==> src/rtl/disp_channel_sched_if.sv <==
// Control and status bundle between the display sequencer and its surroundings.
// Master drives buttons, mask, mode level and CPU strobe. Slave returns the channel select, latch enable and state.
interface disp_channel_sched_if;
  logic       auto_en;
  logic [7:0] ch_mask;
  logic       btn_next;
  logic       btn_prev;
  logic       cpu_wr;
  logic [2:0] Test;
  logic       EN;
  logic [1:0] mode;
  logic       dbg_ret_auto;

  modport master (
    output auto_en, ch_mask, btn_next, btn_prev, cpu_wr,
    input  Test, EN, mode, dbg_ret_auto
  );

  modport slave (
    input  auto_en, ch_mask, btn_next, btn_prev, cpu_wr,
    output Test, EN, mode, dbg_ret_auto
  );
endinterface

==> src/rtl/disp_channel_sched.sv <==
// Channel sequencer for the 8-digit seven-segment mux.
// Supports manual stepping, timed rotation over an enable mask, and a channel-0 hold after CPU writes.
module disp_channel_sched #(
  parameter int DWELL_CYC = 100000000,
  parameter int HOLD_CYC  = 50000000,
  parameter int CNT_W     = 27
) (
  input logic                  clk,
  input logic                  rst,
  disp_channel_sched_if.slave  bus
);

  // The state encoding is the externally visible mode value.
  typedef enum logic [1:0] {
    ST_MANUAL = 2'b00,
    ST_AUTO   = 2'b01,
    ST_HOLD   = 2'b10
  } state_t;

  state_t           state_q, state_d;
  logic [2:0]       test_q, test_d;
  logic [CNT_W-1:0] cnt_q, cnt_d;
  logic             en_q, en_d;
  logic             ret_auto_q, ret_auto_d;
  logic             btn_next_q, btn_prev_q;
  logic             arm_q;

  logic [7:0]       eff_mask;
  logic             edge_n, edge_p, step_fwd, step_bwd;
  logic             dwell_done, hold_done;
  logic [2:0]       next_ch, prev_ch;

  // Nearest enabled channel in the given direction (mod 8), or c if none other is enabled.
  function automatic logic [2:0] search(input logic [2:0] c, input logic [7:0] m, input logic up);
    logic [2:0] r;
    logic [2:0] idx;
    r = c;
    for (int i = 7; i >= 1; i--) begin
      idx = up ? (c + 3'(i)) : (c - 3'(i));
      if (m[idx]) r = idx;
    end
    return r;
  endfunction

  assign eff_mask   = bus.ch_mask | 8'h01;
  assign next_ch    = search(test_q, eff_mask, 1'b1);
  assign prev_ch    = search(test_q, eff_mask, 1'b0);
  assign dwell_done = (cnt_q == CNT_W'(DWELL_CYC - 1));
  assign hold_done  = (cnt_q == CNT_W'(HOLD_CYC - 1));

  // Edges are masked for the first cycle after reset so a button already held does not step.
  assign edge_n   = bus.btn_next & ~btn_next_q & arm_q;
  assign edge_p   = bus.btn_prev & ~btn_prev_q & arm_q;
  assign step_fwd = edge_n & ~edge_p;
  assign step_bwd = edge_p & ~edge_n;

  // State register
  always_ff @(posedge clk or posedge rst) begin
    if (rst) begin
      state_q    <= ST_MANUAL;
      test_q     <= 3'd0;
      cnt_q      <= '0;
      en_q       <= 1'b0;
      ret_auto_q <= 1'b0;
      btn_next_q <= 1'b0;
      btn_prev_q <= 1'b0;
      arm_q      <= 1'b0;
    end else begin
      state_q    <= state_d;
      test_q     <= test_d;
      cnt_q      <= cnt_d;
      en_q       <= en_d;
      ret_auto_q <= ret_auto_d;
      btn_next_q <= bus.btn_next;
      btn_prev_q <= bus.btn_prev;
      arm_q      <= 1'b1;
    end
  end

  // Next-state logic; branch order is the per-cycle priority.
  always_comb begin
    state_d    = state_q;
    test_d     = test_q;
    cnt_d      = cnt_q;
    ret_auto_d = ret_auto_q;
    en_d       = bus.cpu_wr;
    if (bus.cpu_wr) begin
      state_d    = ST_HOLD;
      test_d     = 3'd0;
      cnt_d      = '0;
      ret_auto_d = bus.auto_en;
    end else if (state_q == ST_HOLD) begin
      if (hold_done) begin
        state_d = bus.auto_en ? ST_AUTO : ST_MANUAL;
        cnt_d   = '0;
      end else begin
        cnt_d = cnt_q + CNT_W'(1);
      end
    end else if (!eff_mask[test_q]) begin
      test_d = next_ch;
      cnt_d  = '0;
    end else if (step_fwd) begin
      test_d = next_ch;
      cnt_d  = '0;
    end else if (step_bwd) begin
      test_d = prev_ch;
      cnt_d  = '0;
    end else if (state_q == ST_AUTO) begin
      if (dwell_done) begin
        test_d = next_ch;
        cnt_d  = '0;
      end else if (!bus.auto_en) begin
        state_d = ST_MANUAL;
        cnt_d   = '0;
      end else begin
        cnt_d = cnt_q + CNT_W'(1);
      end
    end else begin
      cnt_d = '0;
      if (bus.auto_en) state_d = ST_AUTO;
    end
  end

  // Outputs come straight from registers.
  always_comb begin
    bus.Test         = test_q;
    bus.EN           = en_q;
    bus.mode         = state_q;
    bus.dbg_ret_auto = ret_auto_q;
  end

endmodule

==> src/flat_wrapper.sv <==
// flat-port wrapper written by rule: the top's interface ports become plain ports
module disp_channel_sched_flat 
#(
  parameter int DWELL_CYC = 100000000,
  parameter int HOLD_CYC  = 50000000,
  parameter int CNT_W     = 27
)
  (clk, rst, bus_auto_en, bus_ch_mask, bus_btn_next, bus_btn_prev, bus_cpu_wr, bus_Test, bus_EN, bus_mode, bus_dbg_ret_auto);
  disp_channel_sched_if bus_i ();
  input logic clk;
  input logic rst;
  input wire logic [$bits(bus_i.auto_en)-1:0] bus_auto_en;
  input wire logic [$bits(bus_i.ch_mask)-1:0] bus_ch_mask;
  input wire logic [$bits(bus_i.btn_next)-1:0] bus_btn_next;
  input wire logic [$bits(bus_i.btn_prev)-1:0] bus_btn_prev;
  input wire logic [$bits(bus_i.cpu_wr)-1:0] bus_cpu_wr;
  output wire logic [$bits(bus_i.Test)-1:0] bus_Test;
  output wire logic [$bits(bus_i.EN)-1:0] bus_EN;
  output wire logic [$bits(bus_i.mode)-1:0] bus_mode;
  output wire logic [$bits(bus_i.dbg_ret_auto)-1:0] bus_dbg_ret_auto;
  assign bus_i.auto_en = bus_auto_en;
  assign bus_i.ch_mask = bus_ch_mask;
  assign bus_i.btn_next = bus_btn_next;
  assign bus_i.btn_prev = bus_btn_prev;
  assign bus_i.cpu_wr = bus_cpu_wr;
  assign bus_Test = bus_i.Test;
  assign bus_EN = bus_i.EN;
  assign bus_mode = bus_i.mode;
  assign bus_dbg_ret_auto = bus_i.dbg_ret_auto;
  disp_channel_sched #(.DWELL_CYC(DWELL_CYC), .HOLD_CYC(HOLD_CYC), .CNT_W(CNT_W)) u_core (.clk(clk), .rst(rst), .bus(bus_i));
endmodule
==> config.mk <==
export PLATFORM = sky130hd
export DESIGN_NAME = disp_channel_sched_flat
export DESIGN_NICKNAME = d
export VERILOG_FILES = /design/src/rtl/disp_channel_sched_if.sv /design/src/rtl/disp_channel_sched.sv /design/src/flat_wrapper.sv
export SDC_FILE = /design/constraint.sdc
export NUM_CORES = 1
export LEC_CHECK = 0
export CAP_MARGIN = 20
export CORE_UTILIZATION = 28
export DETAILED_ROUTE_END_ITERATION = 8
export PLACE_DENSITY_LB_ADDON = 0.05
export SLEW_MARGIN = 10
export SYNTH_ARGS = -nofsm -noshare
export SYNTH_HDL_FRONTEND = slang
export SYNTH_SLANG_ARGS = --single-unit
==> constraint.sdc <==
create_clock -name clk -period 7.9 [get_ports clk]
set_input_delay 0.79 -clock clk [delete_from_list [all_inputs] [get_ports clk]]
set_output_delay 0.79 -clock clk [all_outputs]
set_load 0.005 [all_outputs]
==> results_dict.tcl, run 1 <==
set metrics [dict create \
    slew_violations 0 \
    vias_per_cell 5.02 \
    critPathBufInv 1 \
    p_leak_nw 1.26 \
    crit_type "flip-flop to flip-flop" \
    synth.most_common_cell "nor2_1" \
    synth_compound_area_share_pct 16.5 \
    fin_skew_ps 11.1 \
    ys_seq_area_share_pct 31.1 \
    clock_latency_ps 290 \
    synth_top_family_by_area "simple AND/OR/NAND/NOR gates" \
    synth-simple-area-share_pct 26.0 \
    portBuffers 19 \
    antenna_found_initial 0 \
    muxShareOfSynthArea_pct 8.49 \
    arrival_ps 4340 \
    cp_cell_sequence "clkinv_1 -> ha_1 -> mux2i_1 -> a211oi_2 -> a21oi_4 -> o211a_1 -> o311a_1 -> a311oi_1 -> mux2_1" \
    initial_core_util_pct 28.8 \
    ir_drop_mv 0.0905 \
    cts_made_buffers 5 \
    syn_inst 325 \
    relSlewSlack_pct 41.0 \
    die_h_um 105 \
    synth_top_area_share_pct 31.1 \
    fin_nets 358 \
    remaining_drc_errors 0 \
    cts_max_path_buffers 2 \
    holdWs_ps 454 \
    vias 2386 \
    fin_tns_setup_ps 0 \
    worst_slew_pin_slew_ps 882 \
    hold_depth 1 \
    grt_pass1_vias 2354 \
    rsz0062_at_grt "no" \
    routabilityCongestion 0.857 \
    track_usage_pct 14.4 \
    crit_cells 9 \
    synth_top_area_cell "dfrtp_1" \
    p_total_mw 0.792 \
    syn_nets 345 \
    grt_max_degree 38 \
    synth-seq-cells 37 \
    synth-adder-area-share_pct 2.52 \
    required_ps 8070 \
    cts_max_level 2 \
    post_cts_buffers 0 \
    cts-resized-gates 0 \
    powerDensity_nw_per_um2 237 \
    hold_viol 0 \
    die_area_sq_um 11100 \
    io_pins 21 \
    yosysWarnings 0 \
    fin_ws_ps 3730 \
    synth_xor_area_share_pct 9.62 \
    cts_tree "done" \
    wl_per_cell_um 15.9 \
    fin_util_pct 32.3 \
    final-setup-viol-count 0 \
    cts_hold_buf 0 \
    ys_top_cells_by_area "dfrtp_1, nor2_1, xnor2_1" \
    root_buffer "clkbuf_8" \
    path_clk_slew_ps 80 \
    grt_overflow_total 0 \
    drtIter0Drc 108 \
    critical_path.max_fanout 19 \
    cp_top_family "compound AO/OA/AOI/OAI gates" \
    endpoint_kind "flip-flop" \
    drive_gt1_share_pct 11.5 \
    dr.pass1.iters 4 \
    dp_hpwl_mm 5.43 \
    holdCritPathClass "flip-flop to flip-flop" \
    maxCapViolCount 0 \
    die_width_um 105 \
    area_growth_pct 12.0 \
    yosysUniqueCellTypes 78 \
    outcome "finished clean" \
    synth_edf_count 0 \
    ys_async_sr_fraction_pct 100 \
    fin_crit_sh_pct 52.7 \
    crit_path_top_delay_cell "dfrtp_1" \
    coreArea_sq_um 10300 \
    wirelength_mm 7.56 \
    n_antenna_cell 0 \
    syn_area_sq_um 2980 \
    synth_flop_cell "dfrtp_1" \
    ys_top_cells_by_count "nor2_1, dfrtp_1, nand2_1, xnor2_1" \
    fin_crit_ps 4170 \
    r2r_cells 9 \
    fmax_ghz 0.240 \
    grt_pass1_wl_mm 12.8 \
    cts.sink_count 37 \
    startpoint_type "flip-flop" \
    cpPeakStageDelay_ps 850 \
    synth.avg_cell_area_sq_um 9.16 \
    ant_nets 0 \
    fp-row-count 37 \
    dp_slack_ps 3720 \
]
==> cell usage in the layout (no fill, tap or decap), drive strengths merged, types with 7 or more instances in the layout <==
master and count:
clkbuf 7, a21oi 12, nand2 25, xnor2 15
inv 12, nor2 43, o21ai 7, mux2i 8
xor2 16, and3 8, dfrtp 37, nand3 16
nand4 9, clkdlybuf4s50 19
==> report_power, final <==
part           internal [mW]  total [mW]  switching (mW)
combinational          0.174       0.423           0.249
sequential             0.198       0.220          0.0212
clock                 0.0790       0.149          0.0703
==> worst paths after layout <==
check	slack, ps	start	endpoint
min in group asynchronous	920	rst	u_core.cnt_q[12]
max in group asynchronous	6630	rst	u_core.cnt_q[10]
max reg2reg	3730	u_core.bus.Test[0]	u_core.bus.Test[0]
max	3730	u_core.bus.Test[0]	u_core.bus.Test[0]
min reg2reg	450	u_core.cnt_q[0]	u_core.cnt_q[0]
min	450	u_core.cnt_q[0]	u_core.cnt_q[0]
==> area by class of cell <==
type,instances,area (sq um)
repair buffers,21,205
inverters,13,48.8
fillers,1077,6990
clock inverters,1,5.00
multi-input cells,260,1880
well taps,136,170
clock buffers,7,96.3
flip-flops and latches,37,926
==> sequential cells by signal (all words and copies together), names as in the netlist <==
signal                   count
u_core.bus.Test              3
u_core.cnt_q                27
u_core.bus.mode              2
u_core.bus.EN                1
u_core.bus.dbg_ret_auto      1
u_core.btn_prev_q            1
u_core.btn_next_q            1
u_core.arm_q                 1
==> layer usage <==
| metal | part of all wire (%) | track usage, % | up-vias |
|---|---|---|---|
| li1 | - | - | 1199 |
| met1 | 57 | 24.0 | 1132 |
| met2 | 38 | 18.7 | 51 |
| met3 | 5.0 | 2.68 | 4 |
| met4 | 0.36 | 2.41 | 0 |
| met5 | 0 | 0 | - |
==> cells by family after synthesis <==
kind of cell,count (synthesis)
AND/OR/NAND/NOR,140
flip-flops,37
adder cells (fa/ha/maj),6
XOR/XNOR,31
other,1
AO/OA/AOI/OAI,64
buffers and inverters,28
multiplexers,18
==> metrics by stage <==
step | cells | cell area [sq um]
6_report | 475 | 3330
4_1_cts | 475 | 3330
5_1_grt | 475 | 3330
2_1_floorplan | 325 | 2980
3_3_place_gp | 467 | 3230
3_5_place_dp | 467 | 3230
(Power assumes the default switching activity.)
==> run 2: changes to the inputs <==
==> constraint.sdc (replaced) <==
create_clock -name clk -period 4 [get_ports clk]
set_input_delay 0.4 -clock clk [delete_from_list [all_inputs] [get_ports clk]]
set_output_delay 0.4 -clock clk [all_outputs]
set_load 0.005 [all_outputs]
==> results_dict.tcl, run 2 (synthesis gave the netlist of run 1 again) <==
set metrics [dict create \
    outcome "finished clean" \
    powerDensity_nw_per_um2 468 \
    critical_path.max_fanout 12 \
    cts_made_buffers 5 \
    die_width_um 105 \
    antenna_found_initial 0 \
    fin_crit_sh_pct 86.0 \
    grt_max_degree 38 \
    ff2ff_setup_slack_ps 560 \
    fin_crit_ps 3440 \
    vias_per_cell 5.10 \
    intPower_mw 0.899 \
    drtIter0Drc 115 \
    startpoint_type "flip-flop" \
    fin_nets 361 \
    clockPowerShare_pct 18.5 \
    power.share.switching_pct 42.8 \
    portBuffers 19 \
    grt_overflow_total 0 \
    min-delay-start "u_core.cnt_q[0]" \
    cts_tree "done" \
    dp_hpwl_mm 5.57 \
    largest-register "u_core.cnt_q" \
    p_leak_nw 1.28 \
    rsz0062_at_grt "no" \
    fin_tns_setup_ps 0 \
    vias 2440 \
    final_common_cell "nor2_1" \
    path_clk_slew_ps 80 \
    critPathBufInv 1 \
    endpoint_kind "flip-flop" \
    hold_depth 1 \
    dr.pass1.iters 5 \
    remaining_drc_errors 0 \
    grt_pass1_wl_mm 12.7 \
    initial_core_util_pct 28.8 \
    largest_reg_flops 27 \
    required_ps 4170 \
    final-setup-viol-count 0 \
    cp_top_family "compound AO/OA/AOI/OAI gates" \
    n_antenna_cell 0 \
    power_frac_seq_pct 26.2 \
    clock_latency_ps 290 \
    timing.rr.start "u_core.bus.Test[0]" \
    routabilityCongestion 0.849 \
    slew_violations 0 \
    power_frac_comb_pct 55.2 \
    switchingPower_mw 0.673 \
    cts_max_path_buffers 2 \
    fillers 1119 \
    r2r_cells 9 \
    fmax_ghz 0.291 \
    cts-resized-gates 0 \
    rr_endpoint "u_core.bus.Test[0]" \
    io_pins 21 \
    holdWs_ps 451 \
    area_growth_pct 12.7 \
    relSlewSlack_pct 54.6 \
    final_cell_mix "nor2_1, dfrtp_1, nand2_1, clkdlybuf4s50_1, xnor2_1" \
    wirelength_mm 7.63 \
    track_usage_pct 14.6 \
    cts_max_level 2 \
    ant_nets 0 \
    post_cts_buffers 0 \
    cts.sink_count 37 \
    drive_gt1_share_pct 12.3 \
    cpPeakStageDelay_ps 730 \
    ir_drop_mv 0.163 \
    crit_type "flip-flop to flip-flop" \
    die_area_sq_um 11100 \
    cp_cell_sequence "clkinv_1 -> ha_1 -> mux2i_1 -> a211oi_2 -> a21oi_4 -> o211a_1 -> o311a_1 -> a311oi_1 -> mux2_1" \
    coreArea_sq_um 10300 \
    wl_per_cell_um 16.0 \
    hold_viol 0 \
    worst_slew_pin_slew_ps 681 \
    hold_path_end "u_core.cnt_q[0]" \
    fin_skew_ps 4.75 \
    die_h_um 105 \
    fp-row-count 37 \
    cts_hold_buf 0 \
    maxCapViolCount 0 \
    crit_path_start "u_core.bus.Test[0]" \
    root_buffer "clkbuf_8" \
    grt_pass1_vias 2330 \
    arrival_ps 3620 \
    crit_path_top_delay_cell "ha_1" \
    holdCritPathClass "flip-flop to flip-flop" \
]
## run 2: cell count changes in the layout (fill, tap and decap cells not counted)
| cell | before | now |
|---|---|---|
| buf_4 | 2 | 5 |
## run 2: stage by stage
| stage | instances | utilization [%] | power [mW] | worst slack (ps) | instance area (sq um) |
|---|---|---|---|---|---|
| 2_1_floorplan | 325 | - | 1.09 | 720 | 2980 |
| 3_3_place_gp | 470 | 31.5 | 1.30 | 646 | 3260 |
| 3_5_place_dp | 470 | 31.5 | 1.28 | 586 | 3260 |
| 4_1_cts | 478 | 32.5 | 1.58 | 565 | 3360 |
| 5_1_grt | 478 | 32.5 | 1.69 | 318 | 3360 |
| 6_report | 478 | 32.5 | 1.57 | 558 | 3360 |
## run 2: worst max path at each step
stage / endpoint / slack (ps) / depth (start not counted)
5_1_grt: u_core.bus.Test[0] / 320 / 9
3_3_place_gp: u_core.bus.Test[0] / 650 / 9
6_report: u_core.bus.Test[0] / 560 / 9
2_1_floorplan: u_core.bus.Test[0] / 720 / 13
3_5_place_dp: u_core.bus.Test[0] / 590 / 9
4_1_cts: u_core.bus.Test[0] / 570 / 9
## run 2: power by group through the flow
stage | clock, mW | combinational (mW) | sequential [mW]
after floorplan | 0 | 0.673 | 0.417
final | 0.291 | 0.869 | 0.413
after global placement | 0 | 0.878 | 0.421
after global routing | 0.322 | 0.952 | 0.417
after detailed placement | 0 | 0.859 | 0.420
after CTS | 0.307 | 0.864 | 0.413
## run 2: cell type report
cell class                      count  area (sq um)  area share (%)
Clock buffer                        7          96.3            2.87
Clock inverter                      1          5.00           0.149
Inverter                           13          48.8            1.45
Multi-Input combinational cell    260          1880            56.1
Sequential cell                    37           926            27.6
Tap cell                          136           170            5.07
Timing Repair Buffer               24           228            6.78
## run 2: per-layer routing
layer	part of all wire [%]	vias up	track usage, %
met2	38	54	18.8
li1	-	1205	-
met3	5.6	8	2.37
met5	0	-	0
met4	0.52	0	2.62
met1	56	1173	24.4
==> run 3: changes to the inputs <==
--- a/config.mk
+++ b/config.mk
@@ -6,10 +6,10 @@
 export NUM_CORES = 1
 export LEC_CHECK = 0
 export CAP_MARGIN = 20
+export CORE_MARGIN = 5
 export CORE_UTILIZATION = 28
 export DETAILED_ROUTE_END_ITERATION = 8
 export PLACE_DENSITY_LB_ADDON = 0.05
-export SLEW_MARGIN = 10
 export SYNTH_ARGS = -nofsm -noshare
 export SYNTH_HDL_FRONTEND = slang
 export SYNTH_SLANG_ARGS = --single-unit
==> results_dict.tcl, run 3 (synthesis gave the netlist of run 1 again) <==
set metrics [dict create \
    ff2ff_setup_slack_ps 660 \
    arrival_ps 3510 \
    grt_overflow_total 0 \
    timing.rr.start "u_core.bus.Test[0]" \
    maxCapViolCount 0 \
    ir_drop_mv 0.125 \
    vias 2391 \
    dr.pass1.iters 4 \
    rsz0062_at_grt "no" \
    multi_input_area_sq_um 1880 \
    ant_nets 0 \
    die_h_um 113 \
    cp_cell_sequence "clkinv_1 -> ha_1 -> mux2i_1 -> a211oi_2 -> a21oi_4 -> o211a_1 -> o311a_1 -> a311oi_1 -> mux2_1" \
    holdCritPathClass "flip-flop to flip-flop" \
    die_width_um 113 \
    drive_gt1_share_pct 12.5 \
    track_usage_pct 12.3 \
    fillers 1129 \
    die_area_sq_um 12800 \
    largest-register "u_core.cnt_q" \
    initial_core_util_pct 28.7 \
    slew_violations 0 \
    fin_skew_ps 7.46 \
    cts.sink_count 37 \
    fin_crit_ps 3340 \
    area_growth_pct 13.0 \
    worst_slew_pin_slew_ps 696 \
    final-setup-viol-count 0 \
    dp_hpwl_mm 5.62 \
    cts_max_path_buffers 2 \
    fin_crit_sh_pct 83.6 \
    powerDensity_nw_per_um2 465 \
    antenna_found_initial 0 \
    required_ps 4160 \
    hold_viol 0 \
    fin_tns_setup_ps 0 \
    fin_cells 479 \
    min-delay-start "u_core.cnt_q[0]" \
    cts-resized-gates 0 \
    p_leak_nw 1.28 \
    cts_tree "done" \
    final_common_cell "nor2_1" \
    holdWs_ps 463 \
    io_pins 21 \
    post_cts_buffers 0 \
    drtIter0Drc 141 \
    grt_max_degree 38 \
    cts_hold_buf 0 \
    cts_max_level 2 \
    routabilityCongestion 0.804 \
    path_clk_slew_ps 80 \
    portBuffers 19 \
    crit_path_top_delay_cell "ha_1" \
    critical_path.max_fanout 12 \
    clock_latency_ps 290 \
    p_total_mw 1.56 \
    fin_nets 362 \
    grt_pass1_vias 2424 \
    dp_slack_ps 705 \
    cts_made_buffers 5 \
    fmax_ghz 0.299 \
    remaining_drc_errors 0 \
    outcome "finished clean" \
    final_cell_mix "nor2_1, dfrtp_1, nand2_1, clkdlybuf4s50_1, xnor2_1" \
    fin_ws_ps 657 \
    rr_endpoint "u_core.bus.Test[0]" \
    grt_pass1_wl_mm 13.0 \
    wl_per_cell_um 15.8 \
    r2r_cells 9 \
    endpoint "u_core.bus.Test[0]" \
    crit_type "flip-flop to flip-flop" \
    fp-row-count 37 \
    largest_reg_flops 27 \
    crit_path_start "u_core.bus.Test[0]" \
    n_antenna_cell 0 \
    coreArea_sq_um 10400 \
    startpoint_type "flip-flop" \
    placed_cells 471 \
    vias_per_cell 4.99 \
    seqCellArea_sq_um 926 \
    endpoint_kind "flip-flop" \
    root_buffer "clkbuf_8" \
    cpPeakStageDelay_ps 670 \
    relSlewSlack_pct 53.6 \
    wirelength_mm 7.55 \
]
==> run 3: cell count changes in the layout (fill, tap and decap cells not counted) <==
cell,before,now
buf_4,5,6
==> run 3: worst min-delay path by stage <==
| stage | endpoint | slack [ps] | cells after the start |
|---|---|---|---|
| 2_1_floorplan | u_core.cnt_q[0] | 420 | 1 |
| 3_3_place_gp | u_core.cnt_q[0] | 450 | 1 |
| 3_5_place_dp | u_core.cnt_q[0] | 440 | 1 |
| 4_1_cts | u_core.cnt_q[0] | 460 | 1 |
| 5_1_grt | u_core.cnt_q[0] | 480 | 1 |
| 6_report | u_core.cnt_q[0] | 460 | 1 |
==> run 3: layout make-up <==
class,instances,area share (%)
inverters,13,1.45
flip-flops and latches,37,27.5
clock buffers,7,2.86
clock inverters,1,0.149
repair buffers,25,6.99
multi-input cells,260,56.0
well taps,136,5.06
==> run 3: worst max-delay path: cells and delay by family, from the launching register on <==
kind,cells,cell delay (ps)
muxes,2,590
buffers and inverters,1,230
DFF,1,350
adders and majority gates,1,670
AOI/OAI and AO/OA,5,1380
==> run 3: metal layers <==
| layer | wire length, um | up-vias | global-route usage, % |
|---|---|---|---|
| li1 | - | 1206 | - |
| met1 | 4090 | 1131 | 19.3 |
| met2 | 3040 | 48 | 17.3 |
| met3 | 353 | 6 | 2.46 |
| met4 | 64 | 0 | 2.56 |
| met5 | 0 | - | 0 |
==> run 3: through the flow <==
step	util [%]	area, sq um
after global placement	31.5	3260
final	32.4	3360
after CTS	32.4	3360
after floorplan	-	2980
after detailed placement	31.5	3260
after global routing	32.4	3360
==> run 3: where the power goes <==
group	switching (mW)	internal, mW	total, mW	leakage [nW]
clock	0.134	0.156	0.290	0.0542
sequential	0.0214	0.392	0.413	0.500
combinational	0.510	0.352	0.861	0.730
total	0.665	0.900	1.56	1.28
